[src/rtl/tpu_host_ctrl_if.sv]
// rtl/tpu_host_ctrl_if.sv - job control, row streams and TPU MMIO bus bundle
interface tpu_host_ctrl_if #(
    parameter int ADDRW = 16,
    parameter int DATAW = 64
);
    logic             start;
    logic             busy;
    logic             done;
    logic [DATAW-1:0] in_data;
    logic             in_valid;
    logic             in_ready;
    logic [DATAW-1:0] out_data;
    logic             out_valid;
    logic             out_ready;
    logic             mmio_r_w;
    logic [ADDRW-1:0] mmio_addr;
    logic [DATAW-1:0] mmio_wdata;
    logic [DATAW-1:0] mmio_rdata;

    modport slave (
        input  start, in_data, in_valid, out_ready, mmio_rdata,
        output busy, done, in_ready, out_data, out_valid, mmio_r_w, mmio_addr, mmio_wdata
    );

    modport master (
        output start, in_data, in_valid, out_ready, mmio_rdata,
        input  busy, done, in_ready, out_data, out_valid, mmio_r_w, mmio_addr, mmio_wdata
    );
endinterface

[src/rtl/tpu_host_ctrl.sv]
// rtl/tpu_host_ctrl.sv - MMIO initiator running one TPU matmul job (load A/B, go, wait, read C)
module tpu_host_ctrl #(
    parameter int DIM         = 8,
    parameter int BITS_AB     = 8,
    parameter int BITS_C      = 16,
    parameter int ADDRW       = 16,
    parameter int DATAW       = 64,
    parameter int WAIT_CYCLES = 3*DIM-1
) (
    input  logic           clk,
    input  logic           rst_n,
    tpu_host_ctrl_if.slave bus
);
    localparam int C_WORDS = (DIM*BITS_C)/DATAW;
    localparam int NREAD   = DIM*C_WORDS;
    localparam int CW      = $clog2(DIM) + 1;
    localparam int KW      = $clog2(NREAD) + 1;
    localparam int WW      = $clog2(WAIT_CYCLES) + 1;

    localparam logic [DATAW-1:0] ROW_MASK = {DATAW{1'b1}} >> (DATAW - DIM*BITS_AB);
    localparam logic [ADDRW-1:0] BASE_A   = ADDRW'(16'h0100);
    localparam logic [ADDRW-1:0] BASE_B   = ADDRW'(16'h0200);
    localparam logic [ADDRW-1:0] BASE_C   = ADDRW'(16'h0300);
    localparam logic [ADDRW-1:0] ADDR_GO  = ADDRW'(16'h0400);

    typedef enum logic [3:0] {
        S_IDLE, S_LOAD_A, S_LOAD_B, S_GO, S_WAIT,
        S_RD_ISSUE, S_RD_CAPT, S_RD_HOLD, S_FIN
    } state_t;

    state_t           r_state, w_next;
    logic [CW-1:0]    r_cnt;
    logic [KW-1:0]    r_k;
    logic [WW-1:0]    r_wcnt;
    logic             r_busy, r_done, r_out_valid, r_r_w;
    logic [DATAW-1:0] r_out_data, r_wdata;
    logic [ADDRW-1:0] r_addr;

    logic             w_load, w_accept, w_last_word, w_out_hs;
    logic [KW-1:0]    w_k_next;
    logic [ADDRW-1:0] w_row_off, w_k_off;

    assign w_load      = (r_state == S_LOAD_A) || (r_state == S_LOAD_B);
    assign w_accept    = w_load && bus.in_valid;
    assign w_last_word = (r_cnt == CW'(DIM-1));
    // out_valid is always set while in RD_HOLD, so ready alone completes the handshake
    assign w_out_hs    = (r_state == S_RD_HOLD) && bus.out_ready;
    assign w_k_next    = (r_state == S_RD_HOLD) ? r_k + KW'(1) : '0;
    assign w_row_off   = {{(ADDRW-CW-3){1'b0}}, r_cnt, 3'b000};
    assign w_k_off     = {{(ADDRW-KW-3){1'b0}}, w_k_next, 3'b000};

    always_comb begin
        w_next = r_state;
        unique case (r_state)
            S_IDLE:     if (bus.start) w_next = S_LOAD_A;
            S_LOAD_A:   if (w_accept && w_last_word) w_next = S_LOAD_B;
            S_LOAD_B:   if (w_accept && w_last_word) w_next = S_GO;
            S_GO:       w_next = S_WAIT;
            // first WAIT cycle carries the GO write, so count WAIT_CYCLES idle cycles after it
            S_WAIT:     if (r_wcnt == WW'(WAIT_CYCLES)) w_next = S_RD_ISSUE;
            S_RD_ISSUE: w_next = S_RD_CAPT;
            S_RD_CAPT:  w_next = S_RD_HOLD;
            S_RD_HOLD:  if (w_out_hs) w_next = (r_k == KW'(NREAD-1)) ? S_FIN : S_RD_ISSUE;
            S_FIN:      w_next = S_IDLE;
            default:    w_next = S_IDLE;
        endcase
    end

    always_ff @(posedge clk or negedge rst_n) begin
        if (!rst_n) begin
            r_state     <= S_IDLE;
            r_cnt       <= '0;
            r_k         <= '0;
            r_wcnt      <= '0;
            r_busy      <= 1'b0;
            r_done      <= 1'b0;
            r_out_valid <= 1'b0;
            r_out_data  <= '0;
            r_r_w       <= 1'b0;
            r_addr      <= '0;
            r_wdata     <= '0;
        end else begin
            r_state <= w_next;
            r_busy  <= (w_next != S_IDLE) && (w_next != S_FIN);
            r_done  <= (w_next == S_FIN);

            if (r_state == S_IDLE)
                r_cnt <= '0;
            else if (w_accept)
                r_cnt <= w_last_word ? '0 : r_cnt + CW'(1);

            r_wcnt <= (r_state == S_WAIT) ? r_wcnt + WW'(1) : '0;

            if (r_state == S_IDLE)
                r_k <= '0;
            else if (w_next == S_RD_ISSUE)
                r_k <= w_k_next;

            // bus returns to idle unless a cycle is scheduled for the next clock
            r_r_w   <= 1'b0;
            r_addr  <= '0;
            r_wdata <= '0;
            if (w_accept) begin
                r_r_w   <= 1'b1;
                r_addr  <= ((r_state == S_LOAD_A) ? BASE_A : BASE_B) + w_row_off;
                r_wdata <= bus.in_data & ROW_MASK;
            end else if (r_state == S_GO) begin
                r_r_w  <= 1'b1;
                r_addr <= ADDR_GO;
            end else if (w_next == S_RD_ISSUE) begin
                r_addr <= BASE_C + w_k_off;
            end

            if (r_state == S_RD_CAPT) begin
                r_out_data  <= bus.mmio_rdata;
                r_out_valid <= 1'b1;
            end else if (w_out_hs) begin
                r_out_valid <= 1'b0;
            end
        end
    end

    assign bus.in_ready   = w_load;
    assign bus.busy       = r_busy;
    assign bus.done       = r_done;
    assign bus.out_valid  = r_out_valid;
    assign bus.out_data   = r_out_data;
    assign bus.mmio_r_w   = r_r_w;
    assign bus.mmio_addr  = r_addr;
    assign bus.mmio_wdata = r_wdata;
endmodule
[src/flat_wrapper.sv]
// flat-port wrapper written by rule: the top's interface ports become plain ports
module tpu_host_ctrl_flat 
#(
    parameter int DIM         = 8,
    parameter int BITS_AB     = 8,
    parameter int BITS_C      = 16,
    parameter int ADDRW       = 16,
    parameter int DATAW       = 64,
    parameter int WAIT_CYCLES = 3*DIM-1
)
  (clk, rst_n, bus_start, bus_in_data, bus_in_valid, bus_out_ready, bus_mmio_rdata, bus_busy, bus_done, bus_in_ready, bus_out_data, bus_out_valid, bus_mmio_r_w, bus_mmio_addr, bus_mmio_wdata);
  tpu_host_ctrl_if #(.ADDRW(ADDRW), .DATAW(DATAW)) bus_i ();
  input  logic clk;
  input  logic rst_n;
  input wire logic [$bits(bus_i.start)-1:0] bus_start;
  input wire logic [$bits(bus_i.in_data)-1:0] bus_in_data;
  input wire logic [$bits(bus_i.in_valid)-1:0] bus_in_valid;
  input wire logic [$bits(bus_i.out_ready)-1:0] bus_out_ready;
  input wire logic [$bits(bus_i.mmio_rdata)-1:0] bus_mmio_rdata;
  output wire logic [$bits(bus_i.busy)-1:0] bus_busy;
  output wire logic [$bits(bus_i.done)-1:0] bus_done;
  output wire logic [$bits(bus_i.in_ready)-1:0] bus_in_ready;
  output wire logic [$bits(bus_i.out_data)-1:0] bus_out_data;
  output wire logic [$bits(bus_i.out_valid)-1:0] bus_out_valid;
  output wire logic [$bits(bus_i.mmio_r_w)-1:0] bus_mmio_r_w;
  output wire logic [$bits(bus_i.mmio_addr)-1:0] bus_mmio_addr;
  output wire logic [$bits(bus_i.mmio_wdata)-1:0] bus_mmio_wdata;
  assign bus_i.start = bus_start;
  assign bus_i.in_data = bus_in_data;
  assign bus_i.in_valid = bus_in_valid;
  assign bus_i.out_ready = bus_out_ready;
  assign bus_i.mmio_rdata = bus_mmio_rdata;
  assign bus_busy = bus_i.busy;
  assign bus_done = bus_i.done;
  assign bus_in_ready = bus_i.in_ready;
  assign bus_out_data = bus_i.out_data;
  assign bus_out_valid = bus_i.out_valid;
  assign bus_mmio_r_w = bus_i.mmio_r_w;
  assign bus_mmio_addr = bus_i.mmio_addr;
  assign bus_mmio_wdata = bus_i.mmio_wdata;
  tpu_host_ctrl #(.DIM(DIM), .BITS_AB(BITS_AB), .BITS_C(BITS_C), .ADDRW(ADDRW), .DATAW(DATAW), .WAIT_CYCLES(WAIT_CYCLES)) u_core (.clk(clk), .rst_n(rst_n), .bus(bus_i));
endmodule
[config.mk]
export PLATFORM = sky130hd
export DESIGN_NAME = tpu_host_ctrl_flat
export DESIGN_NICKNAME = d
export VERILOG_FILES = /design/src/rtl/tpu_host_ctrl_if.sv /design/src/rtl/tpu_host_ctrl.sv /design/src/flat_wrapper.sv
export SDC_FILE = /design/constraint.sdc
export NUM_CORES = 1
export LEC_CHECK = 0
export CAP_MARGIN = 20
export CORE_UTILIZATION = 34
export DETAILED_ROUTE_END_ITERATION = 12
export PLACE_DENSITY = 0.65
export SLEW_MARGIN = 20
export SYNTH_ARGS = -nofsm -noshare
export SYNTH_HDL_FRONTEND = slang
export SYNTH_SLANG_ARGS = --single-unit
[constraint.sdc]
create_clock -name clk -period 2.7 [get_ports clk]
set_clock_uncertainty 0.05 [all_clocks]
set_input_delay 0.675 -clock clk [delete_from_list [all_inputs] [get_ports clk]]
set_output_delay 0.675 -clock clk [all_outputs]
set_load 0.02 [all_outputs]
==> run metrics, run 1 <==
first-pass GRT wire length ~25000 um; Max IR drop VDD 0.664 mV; antenna cell count 0; final hold slack around 0.2 ns; busiest grt layer met2; Worst Setup SP u_core.r_state[0]$_DFF_PN0_; Clock Path Buffers 2; GRT Resource Usage Total 0.181; Post-DP HPWL around 12000 um; initial antenna violation count 0; Num Clock Sinks 159; Sequential Area 0.00398 sq mm; Max-slew headroom 0.449; Die Span X 136 um; Post-Route WL 16500 um; CTS buffer count 17; critical path type flip-flop to primary output; Sw Share 0.340; Nets roughly 850; final hold violations 0; non-filler cells, final 954; Routed wire per std cell about 17 um; syn avg cell area 13.9 sq um; die area 0.0184 sq mm; die height about 140 um; Crit. End Element primary output; met2 usage 0.308; Max Clock Freq slightly above 0.4 GHz; Comb pwr share 0.414; Starting DRT DRC Count 170; row count 48; top area cells in the synthesized netlist dfrtp_1, mux2_2, and3_1, buf_4, nand3_1; clock-pin slew on the worst setup and hold paths 0.07 ns; status complete, no violations; Post-synth EDFFs 0; layout cells sized above 1 0.169; Core Area ~0.017 sq mm; Final Worst Setup Slack 0.262 ns; Multi-input gate area 0.00193 sq mm; Placer Congestion around 0.85; P&R area growth vs syn 59.4%; Tmin final approximately 2.4 ns; GR Util met3 0.0548; Place WS roughly 0.069 ns; reg-to-reg startpoint u_core.r_k[0]$_DFFE_PN0P_; Initial Utilization 0.350; CP max FO 2; setup TNS 0 ns; CP arrival between 1.5 and 2 ns; Ports around 280; Seq/Total Area, Yosys 0.653; flop and latch count out of synthesis 159; clock latency on the worst-skew pair around 0.4 ns; hold-fix buffer count after cts 0; Req. time, crit path about 2 ns; Synthesis Warnings 0; met1 Resource Use GR 0.213; gr ovfl total 0; RSZ-0062 raised after global routing no; Clk network pwr share 0.245; internal power about 6.6 mW; CTS tree built; Worst-Margin Slew approximately 0.8 ns; detailed-route via count about 4500; # fillers 1448; clk root buf clkbuf_16; port bufs about 270; type of the worst min-delay path input port to async pin; vias in the first global route 4800; period utilization 0.903; Synth Flop Type dfrtp_1; area leader, netlist dfrtp_1; DRT Pass-1 Iters 4; # setup viols final 0; dpl cells 922; largest net degree at the start of global routing 69; post-synth top area share 0.653; Final Max Tran Viols 0; CTS H-tree lvls 4; Syn Inst Count between 400 and 500; Routed Antenna Nets 0; drt drc 0; pwr dens just over 1000 mW/mm^2; Netlist cell types 46; register share of total power 0.341; Async S/R FF share, synth 1.00; crit start category flip-flop; Psw about 3.4 mW; average vias per placed instance 4.69; max cap viols 0; Synth Cell Area 0.00609 sq mm; Static Leak roughly 4.4 nW; R2R depth 7
[synthesized netlist by cell type (4+ instances only)]
| cell type | count |
|---|---|
| dfrtp_1 | 159 |
| and3_1 | 68 |
| mux2_2 | 64 |
| buf_4 | 14 |
| clkbuf_1 | 14 |
| nand3_1 | 13 |
| nor2_1 | 13 |
| nand2_1 | 12 |
| nand4_1 | 6 |
| xor2_1 | 6 |
| buf_6 | 4 |
| ha_1 | 4 |
| inv_1 | 4 |
| mux2i_1 | 4 |
| o31ai_1 | 4 |
[state kept, by name (all words and copies together), names as in the netlist]
register / flops
u_core.bus.busy: 1
u_core.bus.done: 1
u_core.bus.mmio_addr: 8
u_core.bus.mmio_r_w: 1
u_core.bus.mmio_wdata: 64
u_core.bus.out_data: 64
u_core.bus.out_valid: 1
u_core.r_cnt: 4
u_core.r_k: 5
u_core.r_state: 4
u_core.r_wcnt: 6
[critical path, stage by stage, from the launching register on]
cell and delay (ns):
dfrtp_1 0.44, xor2_4 0.18, nor3b_1 0.31, dlygate4sd2_1 0.38
[metal layers]
layer,share of wire,vias to the layer above
met5,0,-
met4,0.022,0
met3,0.078,24
met2,0.50,187
met1,0.40,2192
li1,-,2075
[stage by stage]
step,power (mW),utilization,area (sq um)
after floorplan,5.73,-,6120
after global placement,7.51,0.523,9100
after detailed placement,7.61,0.523,9100
after CTS,10.1,0.557,9710
after global routing,10.5,0.557,9710
final,9.99,0.557,9710
[logic make-up after synthesis]
kind of cell | Yosys count | share of synthesized area
AO/OA/AOI/OAI | 17 | 0.0214
XOR/XNOR | 8 | 0.0115
adder cells (fa/ha/maj) | 4 | 0.00822
buffers and inverters | 40 | 0.0388
flip-flops | 159 | 0.653
multiplexers | 68 | 0.125
other | 1 | 0.000616
AND/OR/NAND/NOR | 141 | 0.141
[what timing repair did]
item | 4_1_cts | 5_1_grt
buffers inserted | 0 | 0
endpoints found under the setup margin | 1 | 0
gates resized for setup | 1 | 0
[power groups by stage]
stage	Combinational, mW	Sequential, mW	Clock, mW
after floorplan	1.60	4.13	0
after global placement	4.09	3.42	0
after detailed placement	4.16	3.46	0
after CTS	4.17	3.42	2.52
after global routing	4.41	3.49	2.61
final	4.14	3.41	2.45
[final cells by class]
type | count | share of cell area
clock inverter | 12 | 0.0164
inverter | 5 | 0.00193
multi-input combinational | 246 | 0.199
tap | 225 | 0.0290
sequential | 159 | 0.410
clock buffer | 20 | 0.0460
timing repair buffer | 287 | 0.298
[cells in the final DEF, fill, tap and decap left out, types with 2 or more instances in the layout]
| cell type | synthesis | routed |
|---|---|---|
| a211oi_1 | 2 | 2 |
| a21oi_1 | 2 | 2 |
| and2_0 | 2 | 2 |
| and3_1 | 68 | 68 |
| buf_12 | 0 | 4 |
| buf_4 | 14 | 10 |
| bufinv_16 | 0 | 3 |
| clkbuf_1 | 14 | 2 |
| clkbuf_16 | 0 | 17 |
| clkdlybuf4s50_1 | 0 | 271 |
| clkinv_2 | 0 | 2 |
| clkinvlp_4 | 0 | 4 |
| conb_1 | 1 | 8 |
| dfrtp_1 | 159 | 159 |
| ha_1 | 4 | 4 |
| inv_1 | 4 | 4 |
| inv_6 | 0 | 2 |
| mux2_2 | 64 | 64 |
| mux2i_1 | 4 | 4 |
| nand2_1 | 12 | 12 |
| nand3_1 | 13 | 13 |
| nand3b_1 | 3 | 3 |
| nand4_1 | 6 | 6 |
| nor2_1 | 13 | 12 |
| nor2b_1 | 3 | 3 |
| nor3_1 | 3 | 3 |
| nor4b_1 | 3 | 3 |
| o21ai_1 | 2 | 2 |
| o31ai_1 | 4 | 4 |
| or2_2 | 2 | 2 |
| or3_1 | 2 | 2 |
| xnor2_1 | 2 | 2 |
| xor2_1 | 6 | 5 |
[worst paths after layout]
check | end | slack (ns)
max reg2reg | u_core.bus.mmio_addr[9]$_DFF_PN0_ | 0.35
min reg2reg | u_core.r_wcnt[0]$_DFF_PN0_ | 0.43
max | bus_in_ready | 0.26
min | u_core.bus.mmio_addr[6]$_DFF_PN0_ | 0.20
min in group clk | u_core.r_wcnt[0]$_DFF_PN0_ | 0.43
max in group asynchronous | u_core.bus.mmio_wdata[37]$_DFF_PN0_ | 1.68
No activity file was read; power rests on OpenSTA's default activity.
==> inputs of run 2 (changes only) <==
--- a/config.mk
+++ b/config.mk
@@ -9,7 +9,7 @@
 export CORE_UTILIZATION = 34
 export DETAILED_ROUTE_END_ITERATION = 12
 export PLACE_DENSITY = 0.65
-export SLEW_MARGIN = 20
+export REMOVE_ABC_BUFFERS = 1
 export SYNTH_ARGS = -nofsm -noshare
 export SYNTH_HDL_FRONTEND = slang
 export SYNTH_SLANG_ARGS = --single-unit
==> constraint.sdc (replaced) <==
create_clock -name clk -period 3.05 [get_ports clk]
set_clock_uncertainty 0.05 [all_clocks]
set_input_delay 0.7625 -clock clk [delete_from_list [all_inputs] [get_ports clk]]
set_output_delay 0.7625 -clock clk [all_outputs]
set_load 0.02 [all_outputs]
==> run metrics, run 2 (same netlist as run 1, synthesis figures left out) <==
Post-DP HPWL 11800 um (-1.7%); CP max FO 14 (+12); average vias per placed instance 4.66 (-0.81%); R2R setup slack 0.69 ns (+0.34 ns); max cap viols 0 (unchanged); Place WS 0.376 ns (+0.307 ns); Sequential Area 0.00398 sq mm (about the same); Core Area 0.0174 sq mm (unchanged); Final Cell Area 0.00965 sq mm (-0.62%); Psw 2.94 mW (-13%); CP arrival 2.00 ns (+0.29 ns); CTS buffer count 17 (unchanged); Num Clock Sinks 159 (unchanged); period utilization 0.922; critical-path cell list xor2_4 -> nor3b_1 -> clkdlybuf4s50_1; clock-pin slew on the worst setup and hold paths 0.06 ns (about the same); Final Worst Setup Slack 0.237 ns (-0.0255 ns); status complete, no violations; Tot Pwr 8.77 mW (-12%); pwr dens 909 mW/mm^2 (-12%); post-place instance area 0.00903 sq mm (-0.77%); Starting DRT DRC Count 201 (+18%); clock latency on the worst-skew pair 0.41 ns (about the same); DRT Pass-1 Iters 5 (+1); R2R depth 7 (unchanged); # setup viols final 0 (unchanged); Tmin final roughly 2.8 ns; Worst-Margin Slew 0.732 ns (-0.0899 ns); crit start category flip-flop; final core utilization 0.554 (-0.00345); register share of total power 0.347 (+0.006); non-filler cells, final 948 (-0.63%); commonest non-fill, non-tap cell in the layout clkdlybuf4s50_1; # fillers 1466 (+1.2%); antenna cell count 0 (unchanged); Critical path buffers and inverters 1 (unchanged); dpl cells 916 (-0.65%); largest net degree at the start of global routing 68 (-1.4%); hold-fix buffer count after cts 0 (unchanged); Ports 282 (unchanged); Comb pwr share 0.406 (-0.008); Crit Reg-Reg Endpoint u_core.bus.mmio_addr[8]$_DFF_PN0_; Crit. End Element primary output; Static Leak 4.40 nW (-0.58%); RSZ-0062 raised after global routing no; initial antenna violation count 0 (unchanged); vias in the first global route 4673 (-2.6%); P&R area growth vs syn 58.4%; internal power 5.83 mW (-12%); GRT Resource Usage Total 0.179 (-0.00254); Post-Route WL 15800 um (-3.8%); Routed wire per std cell 16.7 um (-3.2%); Nets 847 (-0.70%); clk root buf clkbuf_16; CTS tree built; Die Span X 136 um (unchanged); first-pass GRT wire length 24600 um (-3.2%); Sw Share 0.335 (-0.00472); critical path type flip-flop to primary output; Max IR drop VDD 0.478 mV (-28%); final hold violations 0 (unchanged); row count 48 (unchanged); CTS H-tree lvls 4 (unchanged); Initial Utilization 0.350 (unchanged); layout cells sized above 1 0.165 (-0.00413); Routed Antenna Nets 0 (unchanged); die height 136 um (unchanged); critical path's largest stage delay 0.64 ns (+0.20 ns); die area 0.0184 sq mm (unchanged); Multi-input gate area 0.00193 sq mm (unchanged); reg-to-reg startpoint u_core.r_k[0]$_DFFE_PN0P_; Req. time, crit path 2.24 ns (+0.26 ns); Placer Congestion 0.863 (+0.95%); type of the worst min-delay path input port to async pin; gr ovfl total 0 (unchanged); Clock Path Buffers 2 (unchanged); Clk network pwr share 0.247 (+0.002); most frequent cells in the layout clkdlybuf4s50_1, dfrtp_1, and3_1; port bufs 273 (unchanged); drt drc 0 (unchanged); Max-slew headroom 0.509 (+0.0603); Worst path slowest cell clkdlybuf4s50_1; Max Clock Freq around 0.36 GHz; CP delay by family, top buffers and inverters; Final Max Tran Viols 0 (unchanged); detailed-route via count 4414 (-1.4%)
run 2: metal layers:
metal / routed length [um] / track usage / vias to the layer above
li1: - / - / 2062
met1: 5960 / 0.191 / 2102
met5: 0 / 0 / -
met4: 355 / 0.0705 / 0
met3: 1590 / 0.0742 / 27
met2: 7930 / 0.311 / 223
run 2: timing repair:
action / CTS / global route
resized for setup: 0 / 1
setup buffers: 0 / 0
hold endpoints to repair: 0 / 0
endpoints found under the setup margin: 0 / 1
run 2: layout make-up:
type / instances / share of cell area
tap: 225 / 0.0292
timing repair buffer: 281 / 0.292
sequential: 159 / 0.413
clock inverter: 12 / 0.0162
clock buffer: 20 / 0.0473
multi-input combinational: 246 / 0.200
inverter: 5 / 0.00195
run 2: power by group through the flow:
stage	sequential, mW	clock, mW	combinational [mW]
after detailed placement	3.09	0	3.60
after global placement	3.05	0	3.54
after global routing	3.13	2.33	3.81
after CTS	3.05	2.24	3.61
final	3.04	2.17	3.56
after floorplan	3.68	0	1.28
run 2: stage by stage:
stage / hold slack [ns] / TNS, ns
detailed placement: 0.424 / 0
finish: 0.254 / 0
global placement: 0.415 / 0
floorplan: 0.397 / -74.38
CTS: 0.265 / 0
global route: 0.270 / 0
run 2: worst max path at each step:
stage / start / end / slack, ns / cells after the start
4_1_cts: u_core.r_state[1]$_DFF_PN0_ / bus_in_ready / 0.04 / 3
5_1_grt: u_core.r_state[1]$_DFF_PN0_ / bus_in_ready / 0.13 / 3
6_report: u_core.r_state[1]$_DFF_PN0_ / bus_in_ready / 0.24 / 3
2_1_floorplan: u_core.r_state[3]$_DFF_PN0_ / u_core.bus.out_data[0]$_DFFE_PN0P_ / -1.14 / 4
3_5_place_dp: bus_out_ready / u_core.r_k[0]$_DFFE_PN0P_ / 0.38 / 5
3_3_place_gp: bus_in_valid / u_core.bus.busy$_DFF_PN0_ / 0.43 / 6
==> inputs of run 3 (changes only) <==
==> constraint.sdc (replaced) <==
create_clock -name clk -period 3.05 [get_ports clk]
set_clock_uncertainty 0.05 [all_clocks]
set_input_delay 0.7625 -clock clk [delete_from_list [all_inputs] [get_ports clk]]
set_output_delay 0.7625 -clock clk [all_outputs]
set_load 0.005 [all_outputs]
==> run metrics, run 3 (same netlist as run 1, synthesis figures left out) <==
Worst path slowest cell dfrtp_1; Setup Fix Bufs, Post-CTS 0 (unchanged); most frequent cells in the layout clkdlybuf4s50_1, dfrtp_1, and3_1; clk root buf clkbuf_16; average vias per placed instance 4.66 (about the same); pwr dens 844 mW/mm^2 (-7.2%); CP arrival 1.83 ns (-0.17 ns); Post-DP HPWL 11800 um (about the same); CTS tree built; initial antenna violation count 0 (unchanged); clock latency on the worst-skew pair 0.42 ns (about the same); max cap viols 0 (unchanged); Num Clock Sinks 159 (unchanged); final hold violations 0 (unchanged); largest net degree at the start of global routing 68 (unchanged); port bufs 273 (unchanged); RSZ-0062 raised after global routing no; gr ovfl total 0 (unchanged); post-place instance area 0.00904 sq mm (+0.14%); antenna cell count 0 (unchanged); Nets 847 (unchanged); clock-pin slew on the worst setup and hold paths 0.06 ns (about the same); row count 48 (unchanged); Crit. End Element primary output; Max-slew headroom 0.499 (-0.0101); Tmin final 2.65 ns (-0.168 ns); Static Leak 4.40 nW (-0.13%); hold-fix buffer count after cts 0 (unchanged); detailed-route via count 4416 (+0.045%); post-cts resize count 0 (unchanged); crit start category flip-flop; Clock Path Buffers 2 (unchanged); critical path type flip-flop to primary output; Tot Pwr 8.14 mW (-7.2%); status complete, no violations; Worst-Margin Slew 0.747 ns (+0.0151 ns); Ports 282 (unchanged); Req. time, crit path 2.24 ns (about the same); period utilization 0.867 (-0.0550); Initial Utilization 0.350 (unchanged); die height 136 um (unchanged); Routed Antenna Nets 0 (unchanged); layout cells sized above 1 0.163 (-0.00138); Max IR drop VDD 0.440 mV (-7.9%); CP max FO 11 (-3); critical-path cell list nor3b_1 -> clkdlybuf4s50_1; # setup viols final 0 (unchanged); Final Max Tran Viols 0 (unchanged); Max Clock Freq 0.378 GHz (+6.3%); first-pass GRT wire length 24600 um (about the same); Core Area 0.0174 sq mm (unchanged); die area 0.0184 sq mm (unchanged); commonest non-fill, non-tap cell in the layout clkdlybuf4s50_1; critical path's largest stage delay 0.55 ns (-0.09 ns); GRT Resource Usage Total 0.178 (-0.000288); drt drc 0 (unchanged); Routed wire per std cell 16.8 um (+0.70%); CTS buffer count 17 (unchanged); Final Cell Area 0.00964 sq mm (about the same); Starting DRT DRC Count 157 (-22%); Post-Route WL 15900 um (+0.70%); Die Span X 136 um (unchanged); DRT Pass-1 Iters 4 (-1); P&R area growth vs syn 58.4% (about the same); Placer Congestion 0.834 (-3.3%); CTS H-tree lvls 4 (unchanged); type of the worst min-delay path input port to async pin; vias in the first global route 4693 (+0.43%)
[run 3: per-layer routing]
metal	global-route usage	vias to the layer above	part of all wire
li1	-	2051	-
met1	0.195	2146	0.38
met2	0.313	197	0.51
met3	0.0578	22	0.088
met4	0.0787	0	0.022
met5	0	-	0
[run 3: area by class of cell]
| type | instances | area [sq um] |
|---|---|---|
| Tap cell | 225 | 282 |
| Inverter | 5 | 18.8 |
| Clock buffer | 21 | 470 |
| Clock inverter | 11 | 129 |
| Timing Repair Buffer | 281 | 2830 |
| Multi-Input combinational cell | 246 | 1930 |
| Sequential cell | 159 | 3980 |
| Fill cell | 1446 | 7770 |
[run 3: final timing paths]
check                                                 start                                  end  slack (ns)  depth (start not counted)
setup / recovery                u_core.r_state[3]$_DFF_PN0_                         bus_in_ready        0.40                          2
hold / removal                                        rst_n  u_core.bus.out_data[19]$_DFFE_PN0P_        0.26                          1
setup reg to reg                  u_core.r_k[0]$_DFFE_PN0P_    u_core.bus.mmio_addr[8]$_DFF_PN0_        0.72                          7
hold reg to reg            u_core.bus.out_valid$_DFFE_PN0P_     u_core.bus.out_valid$_DFFE_PN0P_        0.43                          1
max in group asynchronous                             rst_n  u_core.bus.mmio_wdata[53]$_DFF_PN0_        2.00                          2
min in group clk           u_core.bus.out_valid$_DFFE_PN0P_     u_core.bus.out_valid$_DFFE_PN0P_        0.43                          1
[run 3: report_power, final]
part / leakage (nW) / internal, mW / switching, mW
Clock: 0.290 / 1.28 / 0.846
Sequential: 2.04 / 2.70 / 0.321
Combinational: 2.06 / 1.79 / 1.20
Total: 4.40 / 5.77 / 2.37
[run 3: critical path, delay by kind of cell (launching register included)]
family	cells	cell delay, ns
flip-flops	1	0.55
buffers and inverters	1	0.55
AND/OR/NAND/NOR	1	0.31
[run 3: per-stage QoR]
step / utilization / hold slack [ns] / TNS (ns) / worst slack, ns / instances
after global routing: 0.554 / 0.295 / 0 / 0.364 / 948
after global placement: 0.519 / 0.417 / 0 / 0.425 / 916
after floorplan: - / 0.397 / -74.07 / -1.14 / 410
final: 0.554 / 0.265 / 0 / 0.404 / 948
after detailed placement: 0.519 / 0.419 / 0 / 0.377 / 916
after CTS: 0.554 / 0.268 / 0 / 0.375 / 948
